[config.mk]
export PLATFORM = sky130hd
export DESIGN_NAME = serial_subtractor
export DESIGN_NICKNAME = d
export VERILOG_FILES = /design/src/rtl/serial_subtractor_pkg.sv /design/src/rtl/serial_subtractor_full_subtractor.sv /design/src/rtl/serial_subtractor.sv
export SDC_FILE = /design/constraint.sdc
export NUM_CORES = 1
export LEC_CHECK = 0
export CELL_PAD_IN_SITES_DETAIL_PLACEMENT = 0
export CELL_PAD_IN_SITES_GLOBAL_PLACEMENT = 1
export CORE_ASPECT_RATIO = 1.1
export CORE_MARGIN = 2
export CORE_UTILIZATION = 39
export CTS_BUF_LIST = sky130_fd_sc_hd__clkbuf_8 sky130_fd_sc_hd__clkbuf_16
export DETAILED_ROUTE_END_ITERATION = 16
export PLACE_DENSITY = 0.89
export SLEW_MARGIN = 40
export SYNTH_ARGS = -nofsm -noshare
export SYNTH_HDL_FRONTEND = slang
export SYNTH_SLANG_ARGS = --single-unit
[constraint.sdc]
create_clock -name clk -period 4.1 [get_ports clk]
set_clock_uncertainty 0.1 [all_clocks]
set_input_delay 0.82 -clock clk [delete_from_list [all_inputs] [get_ports clk]]
set_output_delay 0.82 -clock clk [all_outputs]
set_load 0.01 [all_outputs]
[src/rtl/serial_subtractor_pkg.sv]
// Shared definitions for the bit-serial subtractor: default width and FSM state encodings.
package serial_subtractor_pkg;

    localparam int DEFAULT_WIDTH = 4;

    typedef enum logic [1:0] {
        ST_IDLE = 2'd0,
        ST_RUN  = 2'd1,
        ST_DONE = 2'd2
    } state_t;

endpackage

[src/rtl/serial_subtractor_full_subtractor.sv]
// One-bit combinational full subtractor: d = a - b - bin, bout set on underflow.
module full_subtractor (
    input  logic a,
    input  logic b,
    input  logic bin,
    output logic d,
    output logic bout
);

    assign d    = a ^ b ^ bin;
    assign bout = (~a & b) | (~a & bin) | (b & bin);

endmodule

[src/rtl/serial_subtractor.sv]
// Bit-serial unsigned subtractor: one bit per clock, LSB first, result and borrow registered.
module serial_subtractor
    import serial_subtractor_pkg::*;
#(
    parameter int WIDTH = DEFAULT_WIDTH
) (
    input  logic             clk,
    input  logic             rst,
    input  logic             start,
    input  logic [WIDTH-1:0] A,
    input  logic [WIDTH-1:0] B,
    input  logic             Bin,
    output logic [WIDTH-1:0] Diff,
    output logic             Bout,
    output logic             busy,
    output logic             done,
    output state_t           state
);

    localparam int IDX_W = $clog2(WIDTH);
    localparam logic [IDX_W-1:0] LAST_IDX = IDX_W'(WIDTH - 1);

    state_t             state_q;
    state_t             state_d;
    logic [WIDTH-1:0]   a_q;
    logic [WIDTH-1:0]   b_q;
    logic               br_q;
    logic [IDX_W-1:0]   idx_q;
    logic               bit_d;
    logic               bit_bout;

    full_subtractor u_fs (
        .a    (a_q[idx_q]),
        .b    (b_q[idx_q]),
        .bin  (br_q),
        .d    (bit_d),
        .bout (bit_bout)
    );

    always_ff @(posedge clk) begin
        if (rst) state_q <= ST_IDLE;
        else     state_q <= state_d;
    end

    always_comb begin
        state_d = state_q;
        case (state_q)
            ST_IDLE: if (start) state_d = ST_RUN;
            ST_RUN:  if (idx_q == LAST_IDX) state_d = ST_DONE;
            ST_DONE: state_d = ST_IDLE;
            default: state_d = ST_IDLE;
        endcase
    end

    // Operands are captured once so later input changes cannot disturb the operation in flight.
    always_ff @(posedge clk) begin
        if (rst) begin
            a_q   <= '0;
            b_q   <= '0;
            br_q  <= 1'b0;
            idx_q <= '0;
            Diff  <= '0;
            Bout  <= 1'b0;
        end else begin
            case (state_q)
                ST_IDLE: begin
                    if (start) begin
                        a_q   <= A;
                        b_q   <= B;
                        br_q  <= Bin;
                        idx_q <= '0;
                    end
                end
                ST_RUN: begin
                    Diff[idx_q] <= bit_d;
                    br_q        <= bit_bout;
                    if (idx_q == LAST_IDX) begin
                        Bout  <= bit_bout;
                        idx_q <= '0;
                    end else begin
                        idx_q <= idx_q + 1'b1;
                    end
                end
                default: ;
            endcase
        end
    end

    assign busy  = (state_q != ST_IDLE);
    assign done  = (state_q == ST_DONE);
    assign state = state_q;

endmodule

; ---- Word level (Yosys, flattened, before mapping)
; Cells that the tools add are included.
[word_totals]
regBits = 18
latch_bits = 0
ram_bits = 0
rom_bits = 0
input_bits = 12
out_inout_bits = 9
n_memories = 0
[classes]
n_addsub = 1
mul = 0
div_mod_pow = 0
magnitude_cmp = 2
eq_ne = 5
n_shift = 0
mux = 15
n_bitwise = 8
reduce_logical = 8
[op_table]
columns = cell, count
row1 = 2-to-1 mux 2 bit, 4
row2 = one-hot mux 2 bit (2 select lines), 2
row3 = AND reduction 2 bit, 4
row4 = binary-select mux 1 bit (select 2 bit), 2
row5 = bitwise mux 4 bit, 1
row6 = "equality test 2 bit, second input constant", 2
row7 = 2-to-1 mux 1 bit, 4
row8 = "!= test 2 bit, second input constant", 2
row9 = nonzero test 2 bit, 2
row10 = AND 1 bit, 3
row11 = "< comparator 2 x 3 -> 1 bit, second input constant", 1
row12 = "adder 2 x 1 -> 2 bit, second input constant", 1
row13 = demux 1 bit (select 2 bit), 1
row14 = "equality test 2 x 1 -> 1 bit, second input constant", 1
row15 = ">= comparator 2 x 1 -> 1 bit, second input constant", 1
row16 = logical NOT 2 bit, 1
row17 = OR 1 bit, 2
row18 = one-hot mux 1 bit (2 select lines), 1
row19 = bitwise XOR 1 bit, 2
row20 = logical AND 1 bit, 1
row21 = NOT 1 bit, 1

; ---- Longest topological paths before layout
[depth]
word_depth = 7
depth_mapped = 5

; ---- Hierarchy
; From an unflattened synthesis, not the netlist that was laid out.
[hier_totals]
hier_cells = 83
area_unflattened_um2 = 859.6
[modules_own_cells]
columns = mod, instances, cells_each, area_each_um2, seq_area_each_um2
row1 = serial_subtractor, 1, 80, 832.0, 360.3
row2 = full_subtractor, 1, 3, 27.5, 0.0

; ---- Worst setup path before layout
; Ideal clock, no wire load.
[synth_path]
kind = reg2reg
start = reg idx_q[0]
end = reg Diff[3]
setup_time_ps = 91
arrival_time_ps = 1729
required_ps = 3909
setup_slack_ps = 2180
path_stages_with_launch = 5
n_path_buf = 0
period_less_slack_ps = 1920
cell_sequence = dfxtp_1 -> mux4_2 -> inv_1 -> fa_1 -> a311oi_1
[synth_via]
elab_chain_cells = 5
word_cells_on_any_way = 12
cone_classes = 2 x order compare / 7 x mux / 2 x bitwise / 1 x reduce/logical
[synth_lines]
columns = element, line
row1 = start: declaration, serial_subtractor.sv:28  ; logic [IDX_W-1:0] idx_q;
row2 = start signal: assignment, serial_subtractor.sv:81  ; idx_q <= idx_q + 1'b1;
row3 = "< comparator 2 x 3 -> 1 bit (implied by the code), or another cell as far along", serial_subtractor.sv:75  ; Diff[idx_q] <= bit_d;
row4 = "logical AND 1 bit (implied by the code), or another cell as far along", serial_subtractor.sv:75
row5 = 2-to-1 mux 1 bit (implied by the code) / bitwise XOR 1 bit (equally long branches), "serial_subtractor.sv:75, serial_subtractor_full_subtractor.sv:10"
row6 = demux 1 bit (select 2 bit) / bitwise XOR 1 bit (equally long branches), "serial_subtractor.sv:75, serial_subtractor_full_subtractor.sv:10"
row7 = bitwise mux 4 bit (*), serial_subtractor.sv:75
row8 = end signal: indexed assignment, serial_subtractor.sv:75
row9 = end: declaration, serial_subtractor.sv:13  ; output logic [WIDTH-1:0] Diff,
; Mark *: on every way between the ends. The rest lies on a longest branch, timed or not. The select of a mux whose other input is x is not followed.
; A chain may end at the register's enable or synchronous reset.

; ---- Final worst setup path
[layout_path]
start = reg state_q[0] (netlist: state[0])
end = out busy
[layout_via]
elab_chain_cells = 1
[layout_lines]
columns = element, line
row1 = start: declaration, serial_subtractor.sv:23  ; state_t state_q;
row2 = start signal: assignment, serial_subtractor.sv:42  ; else state_q <= state_d;
row3 = nonzero test 2 bit, serial_subtractor.sv:89  ; assign busy = (state_q != ST_IDLE);
row4 = end: declaration, serial_subtractor.sv:15  ; output logic busy,
; No other way between the ends.

==> run metrics <==
drt wl/cell=11.5 um; critical path required time=3180 ps; Post-DRT Antenna Nets=0; Top FF cell, synth=dfxtp_1; endpoints failing setup=0; Lkg Pwr=0.413 nW; height of the die=52.7 um; Setup TNS Final=0 ps; Routed WL=1460 um; Total GRT Usage=0.145; critical-path cell list=or2_1 > clkdlybuf4s50_1; Seq/Total Area, Yosys=0.429; number of flops mapped to enable cells by yosys=0; H-tree depth=1; Worst VDD drop=233 uV; Synth Net Count=95; I/O pin count=21; Slowest cell on crit path=clkdlybuf4s50_1; Synth Area per Inst=10.8 um^2; Root Driver=clkbuf_8; Nets=117; cts-stage hold buffer count=0; Tightest Pin Transition=710 ps; post_cts resized=0; outcome=finished clean; initial antenna violation count=0; P&R area growth vs syn=31.8%; Iteration-0 DRC Markers=9; startpoint class of the critical path=flop; PwrDens=361 nW/um^2; Final Power=0.000400 W; CTS buffer count=3; clk slew on worst S/H paths=70 ps; Final GP Congestion=0.735; unrepaired setup endpoints after global routing=false; cell family with most CP delay=buffers and inverters; Setup Fix Bufs, Post-CTS=0; relative slew slack=0.525; fraction of registers with async set/reset=0; fin. max-slew vios=0; Crit path arrival time=1380 ps; CTS tree=built; Synth Cell Area=841 um^2; DRC Markers=0; top cells by area, synth=dfxtp_1 (43%), mux2i_1 (11%), ha_1 (6.0%); count leader, synth=dfxtp_1; WP buf/inv=1; max-cap violations=0; largest net degree at the start of global routing=19; CTS sink count=18; post-synth top area share=0.429; clk buf depth=2; GR Overflow Total=0; number of port buffers=20; Synth Instances=78; ratio of cells with drive above 1 in the final layout=0.101; Synth top cells by count=dfxtp_1 (18), nor2_1 (12), mux2i_1 (9); Detail Placement HPWL=1070 um; Hold Fails Final Rpt=0; Pre-antenna DRT Iters=3; Yosys warnings=0; post-synth cell types=23; maximum fanout along the worst path=8; Final Cycle Share=0.562; via count=620; minimum clock period=2300 ps; Seq cells post-synth=18; Critical Path Max Stage Delay=520 ps; f_max=434 MHz; via count of the first global-routing pass=584; Hold/Removal Path Class=flop to flop; Initial Util=0.416; ANT cells=0; DIE AREA=2540 um^2; critical path endpoint category=output pin; Site Rows=17; Vias/cell=4.88; global-route wire length before repair=2460 um; clk_lat worst skew=250 ps; DIE WIDTH=48.3 um; Setup CP Type=flop to output pin; area leader, netlist=dfxtp_1; core region area=2020 um^2
==> layout by cell type (no fill, tap or decap) <==
master	Yosys	final
nor2b_4	1	1
a311oi_1	4	4
clkdlybuf4s50_1	0	20
mux2i_1	9	9
clkbuf_8	0	4
a2111oi_4	1	1
nor3_1	1	1
o21bai_1	1	1
nor2b_1	2	2
a21oi_1	5	5
a22oi_1	2	2
nor3b_1	1	1
and2b_4	1	1
nand3_1	1	1
dfxtp_1	18	18
or2_1	1	1
ha_1	4	4
inv_1	5	5
mux4_2	2	2
fa_1	1	1
nor2_1	12	12
buf_4	0	1
nand2_1	1	1
nand3b_1	1	1
==> cell type report <==
type                       count  area [um^2]
timing repair buffer          21          208
inverter                       5         18.8
tap                           28         35.0
multi-input combinational     51          432
clock buffer                   4         55.1
sequential                    18          360
fill                         184          912
==> where the power goes <==
part / switching (W) / internal, W
logic: 0.0000267 / 0.0000354
registers: 0.00000760 / 0.000184
clock network: 0.0000607 / 0.0000854
total: 0.0000949 / 0.000305
==> worst reg2reg max path, cell delays in order, from the launching register on <==
cell and delay [ps]:
dfxtp_1 510, mux4_2 550, inv_1 90, fa_1 480, a311oi_1 260
==> per-stage QoR <==
step / hold WS [ps] / setup WS [ps] / utilization / cells / area (um^2)
2_1_floorplan: 355 / 2180 / - / 78 / 841
3_3_place_gp: 344 / 1870 / 0.521 / 123 / 1050
3_5_place_dp: 348 / 1840 / 0.521 / 123 / 1050
4_1_cts: 358 / 1780 / 0.549 / 127 / 1110
5_1_grt: 397 / 1690 / 0.549 / 127 / 1110
6_report: 353 / 1800 / 0.549 / 127 / 1110
==> path summary, 6_finish.rpt <==
check | to | slack (ps) | start | cells past startpoint
hold / removal | Bout$_SDFFE_PP0P_ | 350 | Bout$_SDFFE_PP0P_ | 2
setup / recovery | busy | 1800 | state[0]$_SDFFE_PP0P_ | 2
setup reg to reg | Diff[3]$_SDFFE_PP0P_ | 2020 | idx_q[0]$_SDFFE_PP0P_ | 4
hold reg to reg | Bout$_SDFFE_PP0P_ | 350 | Bout$_SDFFE_PP0P_ | 2
==> metal layers <==
| layer | vias to the layer above | wire (um) | track usage |
|---|---|---|---|
| met2 | 20 | 700 | 0.235 |
| met4 | 0 | 29 | 0.0811 |
| met1 | 283 | 637 | 0.162 |
| li1 | 314 | - | - |
| met3 | 3 | 88 | 0.0414 |
| met5 | - | 0 | 0 |
==> state kept, by name, indices dropped and copies added, names as in the netlist <==
signal,cells
a_q,4
b_q,4
idx_q,2
Diff,4
Bout,1
br_q,1
state,2
==> kinds of logic (layout without fill, tap and decap cells) <==
| family | Yosys count | in the layout | synth area share |
|---|---|---|---|
| AOI/OAI and AO/OA | 13 | 13 | 0.131 |
| adders and majority gates | 5 | 5 | 0.0833 |
| buffers and inverters | 9 | 30 | 0.0580 |
| DFF | 18 | 18 | 0.429 |
| muxes | 11 | 11 | 0.161 |
| and+or+nand+nor | 22 | 22 | 0.138 |
No activity file was read; power rests on OpenSTA's default activity.
